File: config.mk
export PLATFORM = sky130hd
export DESIGN_NAME = sd_cmd_ctrl_flat
export DESIGN_NICKNAME = d
export VERILOG_FILES = /design/src/rtl/sd_cmd_ctrl_if.sv /design/src/rtl/sd_cmd_ctrl.sv /design/src/flat_wrapper.sv
export SDC_FILE = /design/constraint.sdc
export NUM_CORES = 1
export LEC_CHECK = 0
export CAP_MARGIN = 20
export CORE_MARGIN = 3
export CORE_UTILIZATION = 60
export CTS_CLUSTER_DIAMETER = 200
export CTS_CLUSTER_SIZE = 28
export DETAILED_ROUTE_END_ITERATION = 10
export DONT_BUFFER_PORTS = 1
export HOLD_SLACK_MARGIN = 0.05
export PLACE_DENSITY = 0.76
export RECOVER_POWER = 25
export SYNTH_ARGS = -nofsm -noshare
export SYNTH_HDL_FRONTEND = slang
export SYNTH_SLANG_ARGS = --single-unit
export TNS_END_PERCENT = 5
File: constraint.sdc
create_clock -name clk -period 18.9 [get_ports clk]
set_input_delay 3.78 -clock clk [delete_from_list [all_inputs] [get_ports clk]]
set_output_delay 3.78 -clock clk [all_outputs]
set_load 0.02 [all_outputs]
File: src/rtl/sd_cmd_ctrl_if.sv
// Host-side command/response bus of the SD command-path sequencer.
// The register layer is the master; sd_cmd_ctrl is the slave.
interface sd_cmd_ctrl_if;
  logic         cmd_valid;
  logic         cmd_ready;
  logic [5:0]   cmd_index;
  logic [31:0]  cmd_arg;
  logic [1:0]   resp_type;
  logic [134:0] resp_out;
  logic         done;
  logic         timeout;
  logic         busy;

  modport master (
    output cmd_valid, cmd_index, cmd_arg, resp_type,
    input  cmd_ready, resp_out, done, timeout, busy
  );

  modport slave (
    input  cmd_valid, cmd_index, cmd_arg, resp_type,
    output cmd_ready, resp_out, done, timeout, busy
  );
endinterface

File: src/rtl/sd_cmd_ctrl.sv
// SD command-path sequencer: shifts a 48-bit command frame out on CMD, then
// runs the response receiver under NCR and receive watchdogs and reports the
// captured response with a completion/timeout status.
module sd_cmd_ctrl #(
  parameter int NCR_MAX    = 64,
  parameter int GAP_CYCLES = 2,
  parameter int RX_MAX     = 160
) (
  input  logic           clk,
  input  logic           reset,
  sd_cmd_ctrl_if.slave   host,
  output logic           sd_cmd_out,
  output logic           sd_cmd_oe,
  output logic           rx_en,
  output logic           rx_r2,
  input  logic           rx_started,
  input  logic           rx_finished,
  input  logic [134:0]   rx_response
);

  // One counter serves every timed state; size it for the longest of them.
  localparam int CNT_TOP  = (RX_MAX > NCR_MAX) ? RX_MAX : NCR_MAX;
  localparam int CNT_W    = $clog2(((CNT_TOP > 48) ? CNT_TOP : 48) + 1);
  localparam int FRAME_W  = 48;

  typedef enum logic [2:0] {
    IDLE      = 3'd0,
    TX        = 3'd1,
    GAP       = 3'd2,
    WAIT_RESP = 3'd3,
    RECV      = 3'd4,
    DONE      = 3'd5
  } state_t;

  state_t               state_reg;
  state_t               state_next;
  logic [CNT_W-1:0]     cnt_reg;
  logic [FRAME_W-1:0]   frame_reg;
  logic                 none_reg;     // request expects no response
  logic                 r2_reg;       // request expects a 136-bit response
  logic                 timeout_reg;
  logic [134:0]         resp_reg;

  logic                 accept;
  logic                 tx_last;
  logic                 gap_last;
  logic                 ncr_last;
  logic                 rx_last;
  logic [39:0]          prefix;

  // CRC7 (x^7 + x^3 + 1, init 0) over the 40 prefix bits, MSB first.
  function automatic logic [6:0] crc7(input logic [39:0] bits);
    logic [6:0] c;
    logic       fb;
    c = '0;
    for (int i = 39; i >= 0; i--) begin
      fb = c[6] ^ bits[i];
      c  = {c[5:0], 1'b0} ^ {3'b000, fb, 2'b00, fb};
    end
    return c;
  endfunction

  assign accept   = (state_reg == IDLE) && host.cmd_valid;
  assign prefix   = {2'b01, host.cmd_index, host.cmd_arg};
  assign tx_last  = (cnt_reg == CNT_W'(FRAME_W - 1));
  assign gap_last = (cnt_reg == CNT_W'(GAP_CYCLES - 1));
  assign ncr_last = (cnt_reg == CNT_W'(NCR_MAX - 1));
  assign rx_last  = (cnt_reg == CNT_W'(RX_MAX - 1));

  // State register; reset aborts any command and releases CMD at once.
  always_ff @(posedge clk or posedge reset) begin
    if (reset) state_reg <= IDLE;
    else       state_reg <= state_next;
  end

  // Next-state logic; start/finish flags win over the final watchdog count.
  always_comb begin
    state_next = state_reg;
    case (state_reg)
      IDLE:      if (host.cmd_valid) state_next = TX;
      TX:        if (tx_last) state_next = none_reg ? DONE : GAP;
      GAP:       if (gap_last) state_next = WAIT_RESP;
      WAIT_RESP: begin
        if (rx_started)    state_next = RECV;
        else if (ncr_last) state_next = DONE;
      end
      RECV:      if (rx_finished || rx_last) state_next = DONE;
      DONE:      state_next = IDLE;
      default:   state_next = IDLE;
    endcase
  end

  // Shared cycle counter: restarts on every state change, runs in timed states.
  always_ff @(posedge clk or posedge reset) begin
    if (reset) begin
      cnt_reg <= '0;
    end else if (state_next != state_reg) begin
      cnt_reg <= '0;
    end else if (state_reg != IDLE && state_reg != DONE) begin
      cnt_reg <= cnt_reg + CNT_W'(1);
    end
  end

  // Request capture and frame shifter; the CRC is folded in at accept time.
  always_ff @(posedge clk or posedge reset) begin
    if (reset) begin
      frame_reg <= '0;
      none_reg  <= 1'b0;
      r2_reg    <= 1'b0;
    end else if (accept) begin
      frame_reg <= {prefix, crc7(prefix), 1'b1};
      none_reg  <= (host.resp_type == 2'b00);
      r2_reg    <= (host.resp_type == 2'b10);
    end else if (state_reg == TX) begin
      frame_reg <= {frame_reg[FRAME_W-2:0], 1'b1};
    end
  end

  // Completion status: cleared by a new accept, set when a watchdog expires.
  always_ff @(posedge clk or posedge reset) begin
    if (reset) begin
      timeout_reg <= 1'b0;
    end else if (accept) begin
      timeout_reg <= 1'b0;
    end else if (state_reg == WAIT_RESP && !rx_started && ncr_last) begin
      timeout_reg <= 1'b1;
    end else if (state_reg == RECV && !rx_finished && rx_last) begin
      timeout_reg <= 1'b1;
    end
  end

  // Response capture; only a completed receive replaces the held response.
  always_ff @(posedge clk or posedge reset) begin
    if (reset) begin
      resp_reg <= '0;
    end else if (state_reg == RECV && rx_finished) begin
      resp_reg <= rx_response;
    end
  end

  // Output decode from the current state and the held registers.
  always_comb begin
    host.cmd_ready = (state_reg == IDLE);
    host.busy      = (state_reg != IDLE);
    host.done      = (state_reg == DONE);
    host.timeout   = timeout_reg;
    host.resp_out  = resp_reg;
    sd_cmd_oe      = (state_reg == TX);
    sd_cmd_out     = (state_reg == TX) ? frame_reg[FRAME_W-1] : 1'b1;
    rx_en          = (state_reg == WAIT_RESP) || (state_reg == RECV);
    rx_r2          = rx_en && r2_reg;
  end

endmodule
File: src/flat_wrapper.sv
// flat-port wrapper written by rule: the top's interface ports become plain ports
module sd_cmd_ctrl_flat 
#(
  parameter int NCR_MAX    = 64,
  parameter int GAP_CYCLES = 2,
  parameter int RX_MAX     = 160
)
  (clk, reset, sd_cmd_out, sd_cmd_oe, rx_en, rx_r2, rx_started, rx_finished, rx_response, host_cmd_valid, host_cmd_index, host_cmd_arg, host_resp_type, host_cmd_ready, host_resp_out, host_done, host_timeout, host_busy);
  sd_cmd_ctrl_if host_i ();
  input  logic clk;
  input  logic reset;
  output logic sd_cmd_out;
  output logic sd_cmd_oe;
  output logic rx_en;
  output logic rx_r2;
  input  logic rx_started;
  input  logic rx_finished;
  input  logic [134:0] rx_response;
  input wire logic [$bits(host_i.cmd_valid)-1:0] host_cmd_valid;
  input wire logic [$bits(host_i.cmd_index)-1:0] host_cmd_index;
  input wire logic [$bits(host_i.cmd_arg)-1:0] host_cmd_arg;
  input wire logic [$bits(host_i.resp_type)-1:0] host_resp_type;
  output wire logic [$bits(host_i.cmd_ready)-1:0] host_cmd_ready;
  output wire logic [$bits(host_i.resp_out)-1:0] host_resp_out;
  output wire logic [$bits(host_i.done)-1:0] host_done;
  output wire logic [$bits(host_i.timeout)-1:0] host_timeout;
  output wire logic [$bits(host_i.busy)-1:0] host_busy;
  assign host_i.cmd_valid = host_cmd_valid;
  assign host_i.cmd_index = host_cmd_index;
  assign host_i.cmd_arg = host_cmd_arg;
  assign host_i.resp_type = host_resp_type;
  assign host_cmd_ready = host_i.cmd_ready;
  assign host_resp_out = host_i.resp_out;
  assign host_done = host_i.done;
  assign host_timeout = host_i.timeout;
  assign host_busy = host_i.busy;
  sd_cmd_ctrl #(.NCR_MAX(NCR_MAX), .GAP_CYCLES(GAP_CYCLES), .RX_MAX(RX_MAX)) u_core (.clk(clk), .reset(reset), .host(host_i), .sd_cmd_out(sd_cmd_out), .sd_cmd_oe(sd_cmd_oe), .rx_en(rx_en), .rx_r2(rx_r2), .rx_started(rx_started), .rx_finished(rx_finished), .rx_response(rx_response));
endmodule
==> run_results.csv, run 1 <==
group,metric,value,unit
status,violations,"capacitance limit, slew limit",
detailed_routing,drt_iter0_drc,363,
synthesis,synth_compound_area_frac,0.05623,
worst_setup_path,crit_fanout,70,
sta,period_minus_slack,7.983,ns
sta,max-slew-margin-rel,-1.518,
worst_hold_path,hold_path.class,"reg -> reg",
synthesis,ys_ff_latch,197,
sta,setup_tns,0,ns
cells_and_area,area_delta_synth_final,8.813,%
detailed_routing,first_pass_iters,5,
synthesis,synth-simple-area-share,0.06963,
detailed_routing,wl_per_cell,24.36,um
worst_setup_path,slowest_delay,2.72,ns
synthesis,synth_area_leaders,"dfrtp_1 (57%), mux2_2 (18%), xnor3_1 (3.9%)",
synthesis,synth_edf_count,0,
clock_network,cts_max_path_buffers,2,
sta,rsz0062_at_grt,"no",
worst_setup_path,endpoint_kind,"asynchronous set/reset pin",
detailed_routing,drc_errors,0,
detailed_routing,drt-total-wl,20.29,mm
cells_and_area,multi_input_area,0.003511,mm^2
synthesis,synth_top_family_by_area,"multiplexers",
clock_network,cts_buffers,17,
worst_setup_path,critical_path_class,"in -> async",
synthesis,synth_cell_types,38,
worst_setup_path,worst-path-stages,2,
synthesis,seq_area_frac_synth,0.5739,
sta,final-setup-viol-count,0,
cells_and_area,n_fill_cell,979,
floorplan,die_area,0.01579,mm^2
sta,holdWs,0.4725,ns
floorplan,die_w,125.7,um
worst_setup_path,crit_path_top_delay_cell,"clkbuf_1",
floorplan,core-area,0.01393,mm^2
worst_setup_path,arrival,7.65,ns
place,dpl.cell_count,799,
detailed_routing,antenna_left,0,
cells_and_area,drive_gt1_frac,0.2785,
synthesis,netlist.area_leader.share,0.5739,
sta,drv_slew,243,
sta,clock.fmax,0.1253,GHz
synthesis,syn-cell-area,0.008589,mm^2
sta,tightest_slew,3.777,ns
grt,track_usage,0.2576,
sta,finClkSkew,0.007076,ns
power,p_per_area,117.7,mW/mm^2
synthesis,synth_top_flop_cell,"dfrtp_1",
worst_setup_path,cpLargestDelayFamily,"buffers and inverters",
grt,grt_overflow,0,
cells_and_area,final_area,0.009346,mm^2
clock_network,root_buffer,"clkbuf_16",
sta,fin_ws,10.92,ns
worst_setup_path,worstPathRequired,18.57,ns
place,io_buffers,0,
worst_hold_path,worstHoldPathCells,1,
cells_and_area,fin_nets,820,
clock_network,cts_tree,"yes",
synthesis,syn_nets,831,
grt,grt_pass1_vias,5545,
clock_network,clk_pin_slew_worst_paths,0.07,ns
cells_and_area,layout.cells.non_filler,833,
cells_and_area,regArea,0.004930,mm^2
worst_setup_path,crit_chain,"clkinvlp_2 > clkbuf_1",
sta,fin_crit_sh,0.4224,
job,maxCapViolations,4,
synthesis,synthAdderAreaFrac,0.002913,
sta,hold_viol_final,0,
synthesis,synth_warnings,0,
synthesis,synthTopCellsByCount,"dfrtp_1 (197), mux2_2 (136), nand2_1 (89)",
clock_network,cts_hold_buffers,0,
cells_and_area,largest_reg_flops,135,
place,place_hpwl,14.98,mm
synthesis,yosys.area.top_type,"dfrtp_1",
place,place.gp.congestion,0.8674,
clock_network,insertion_delay,0.43,ns
floorplan,start_util,0.6164,
place,pre_cts_slack,13.00,ns
clock_network,htreeDepth,4,
power,power_leakage,4.605,nW
floorplan,pin_count,323,
grt,grt_max_degree,83,
synthesis,synth-xor-area-share,0.09920,
place,place_area,0.008740,mm^2
synthesis,synthMuxAreaShare,0.1795,
status,status,"finished with violations",
synthesis,post-synth-top-count-cell,"dfrtp_1",
clock_network,post-cts-setup-buffers,0,
synthesis,synth_area_per_cell,13.23,um^2
detailed_routing,dr_total_vias,5084,
grt,grt_pass1_wl,31.34,mm
floorplan,rows,43,
worst_setup_path,ff2ff_path_depth,4,
power,vdd_drop_max,0.06034,mV
synthesis,syn_inst,649,
clock_network,cts-resized-gates,0,
synthesis,async_reset_ff_frac,1.000,
detailed_routing,vias_per_cell,6.103,
grt,antenna_found_initial,5,
floorplan,die_height,125.7,um
worst_setup_path,cp-start-kind,"input pin",
worst_setup_path,worstPathBufferInverterCount,2,
clock_network,cts_sinks,197,
==> report_power, final <==
group / leakage (nW) / total, mW / internal [mW] / switching [mW]
registers: 2.64 / 0.515 / 0.478 / 0.0373
logic: 1.66 / 0.213 / 0.112 / 0.101
clock network: 0.303 / 0.372 / 0.207 / 0.165
==> per-stage QoR <==
step	power, mW	utilization
2_1_floorplan	0.6914	-
3_3_place_gp	0.7224	0.6272
3_5_place_dp	0.7336	0.6272
4_1_cts	1.110	0.6714
5_1_grt	1.158	0.6702
6_report	1.100	0.6707
==> cell families (layout without fill, tap and decap cells) <==
kind of cell               Yosys count  count (layout)
adders and majority gates            2               2
AOI/OAI and AO/OA                   68              68
xor gates and xnor gates            65              65
other                                0               3
muxes                              137             137
and+or+nand+nor                    139             139
buffers and inverters               41              42
DFF                                197             197
==> cell usage in the layout (no fill, tap or decap), types with 3 or more instances in the layout <==
cell type,n
a211oi_1,7
inv_1,4
nor3_1,3
inv_8,3
nand2_1,89
xnor2_1,30
clkinv_4,3
xnor3_2,3
xor2_1,14
nor2_1,17
a22oi_1,39
xnor3_1,15
buf_4,4
clkbuf_16,17
nand3_1,4
inv_6,3
a21oi_1,9
mux2_2,136
dfrtp_1,197
diode_2,3
nor2b_1,10
or3_1,3
o31ai_1,3
==> area by class of cell <==
| type | instances | share of cell area |
|---|---|---|
| timing repair buffer | 6 | 0.004016 |
| sequential | 197 | 0.5274 |
| clock inverter | 12 | 0.01740 |
| antenna | 3 | 0.0008032 |
| multi-input combinational | 411 | 0.3756 |
| inverter | 5 | 0.002142 |
| clock buffer | 19 | 0.04846 |
| tap | 180 | 0.02410 |
==> routing by layer <==
metal / global-route usage / part of all wire / wire [um]
met1: 0.3179 / 0.38 / 7623
met3: 0.1196 / 0.11 / 2263
met2: 0.4081 / 0.49 / 9927
met5: 0 / 0.00069 / 14
met4: 0.08227 / 0.023 / 458
==> final timing paths <==
path / slack [ns] / start / to
max: 10.92 / reset / u_core.frame_reg[17]
min: 0.47 / u_core.frame_reg[0] / u_core.frame_reg[0]
max reg2reg: 14.34 / u_core.state_reg[1] / u_core.host.resp_out[119]
min reg2reg: 0.47 / u_core.frame_reg[0] / u_core.frame_reg[0]
max in group clk: 11.99 / rx_finished / u_core.host.resp_out[119]
min in group asynchronous: 3.72 / reset / u_core.host.resp_out[75]
Power figures use the tool's default switching activity.
==> inputs of run 2 (changes only) <==
==> constraint.sdc (replaced) <==
create_clock -name clk -period 7.7 [get_ports clk]
set_input_delay 1.54 -clock clk [delete_from_list [all_inputs] [get_ports clk]]
set_output_delay 1.54 -clock clk [all_outputs]
set_load 0.02 [all_outputs]
==> run_results.csv, run 2 (synthesis results as in run 1) <==
group,metric,value,unit
cells_and_area,n_fill_cell,997,
cells_and_area,layout_common_cells,"dfrtp_1 (197), mux2_2 (136), nand2_1 (89)",
place,place_hpwl,14.92,mm
sta,fin_crit_sh,0.6064,
worst_hold_path,min_from,"u_core.frame_reg[44]",
floorplan,die_area,0.01579,mm^2
sta,finClkSkew,0.008149,ns
clock_network,post-cts-setup-buffers,0,
floorplan,die_height,125.7,um
worst_setup_path,crit_fanout,69,
clock_network,cts_tree,"yes",
power,finalPower,2.659,mW
cells_and_area,layout.cells.non_filler,835,
grt,antenna_found_initial,9,
sta,final-setup-viol-count,0,
place,dpl.cell_count,799,
power,vdd_drop_max,0.1650,mV
floorplan,core-area,0.01393,mm^2
clock_network,cts_buffers,17,
worst_setup_path,endpoint_kind,"register",
place,place.gp.congestion,0.8679,
cells_and_area,drive_gt1_frac,0.2826,
clock_network,insertion_delay,0.44,ns
status,violations,"capacitance limit, slew limit",
cells_and_area,largest_reg_flops,135,
status,status,"finished with violations",
floorplan,start_util,0.6164,
detailed_routing,drt_iter0_drc,377,
worst_hold_path,hold_path.class,"reg -> reg",
sta,fin_ws,3.030,ns
grt,grt_overflow,0,
floorplan,rows,43,
sta,period_minus_slack,4.670,ns
worst_hold_path,min_to,"u_core.frame_reg[44]",
clock_network,cts_hold_buffers,0,
clock_network,clk_pin_slew_worst_paths,0.07,ns
worst_setup_path,slowest_delay,2.02,ns
floorplan,die_w,125.7,um
sta,hold_viol_final,0,
sta,tightest_slew,2.794,ns
worst_setup_path,critical_path_class,"in -> reg",
grt,grt_max_degree,83,
worst_setup_path,worstPathRequired,8.01,ns
detailed_routing,first_pass_iters,5,
sta,drv_slew,116,
detailed_routing,vias_per_cell,6.068,
sta,clock.fmax,0.2142,GHz
sta,setup_tns,0,ns
cells_and_area,fin_nets,820,
worst_setup_path,crit_chain,"and3_1 > buf_4 > mux2_2",
clock_network,cts_sinks,197,
worst_setup_path,arrival,4.98,ns
worst_setup_path,r2r_end,"u_core.host.resp_out[23]",
detailed_routing,drc_errors,0,
worst_setup_path,reg2reg_from,"u_core.state_reg[1]",
clock_network,cts_max_path_buffers,2,
cells_and_area,area_delta_synth_final,8.653,%
detailed_routing,wl_per_cell,24.28,um
grt,grt_pass1_wl,30.69,mm
job,maxCapViolations,2,
detailed_routing,drt-total-wl,20.27,mm
sta,max-slew-margin-rel,-0.8628,
detailed_routing,antenna_left,0,
worst_setup_path,r2r_slack,3.16,ns
worst_setup_path,ff2ff_path_depth,4,
place,pre_cts_slack,4.036,ns
place,io_buffers,0,
floorplan,pin_count,323,
cells_and_area,final_common_cell,"dfrtp_1",
detailed_routing,dr_total_vias,5067,
power,power_leakage,4.597,nW
grt,grt_pass1_vias,5335,
worst_setup_path,crit_path_top_delay_cell,"and3_1",
grt,track_usage,0.2533,
sta,rsz0062_at_grt,"no",
clock_network,cts-resized-gates,0,
power,p_per_area,284.9,mW/mm^2
clock_network,htreeDepth,4,
clock_network,root_buffer,"clkbuf_16",
worst_hold_path,worstHoldPathCells,2,
worst_setup_path,cp-start-kind,"input pin",
run 2: worst max-delay path by stage:
stage	startpoint	to	slack, ns
detailed placement	rx_finished	u_core.host.resp_out[119]	4.04
global placement	rx_finished	u_core.host.resp_out[117]	4.12
finish	rx_finished	u_core.host.resp_out[23]	3.03
floorplan	reset	u_core.cnt_reg[0]	0.79
global route	rx_finished	u_core.host.resp_out[23]	2.73
CTS	u_core.state_reg[1]	host_busy	4.06
run 2: cell type report:
| cell class | count | area [um^2] | area share |
|---|---|---|---|
| Multi-Input combinational cell | 411 | 3511 | 0.3762 |
| Clock buffer | 20 | 466.7 | 0.05001 |
| Sequential cell | 197 | 4930 | 0.5282 |
| Antenna cell | 4 | 10.01 | 0.001073 |
| Timing Repair Buffer | 6 | 45.04 | 0.004826 |
| Inverter | 5 | 20.02 | 0.002145 |
| Clock inverter | 12 | 125.1 | 0.01341 |
| Tap cell | 180 | 225.2 | 0.02413 |
run 2: critical path, delay by kind of cell:
kind / cells / cell delay, ns
simple gates: 1 / 2.02
buf+inv: 1 / 0.93
mux: 1 / 0.42
run 2: per-layer routing:
| layer | global-route usage | up-vias | wire [um] | share of wire |
|---|---|---|---|---|
| met5 | 0 | - | 47 | 0.0023 |
| met4 | 0.08546 | 6 | 306 | 0.015 |
| met3 | 0.1056 | 33 | 2107 | 0.10 |
| met2 | 0.3971 | 246 | 10010 | 0.49 |
| met1 | 0.3226 | 2542 | 7804 | 0.38 |
| li1 | - | 2240 | - | - |
run 2: report_power, final:
group          internal, mW  total [mW]  switching, mW
combinational         0.275       0.518          0.243
sequential             1.17        1.26         0.0913
clock                 0.458       0.878          0.420
total                  1.90        2.66          0.754
run 2: per-stage QoR:
step	utilization	cell area [um^2]	hold WS, ns
4_1_cts	0.6697	9331	0.4823
5_1_grt	0.6694	9328	0.5049
3_3_place_gp	0.6272	8740	0.4441
3_5_place_dp	0.6272	8740	0.4631
2_1_floorplan	-	8589	0.4304
6_report	0.6697	9333	0.4812
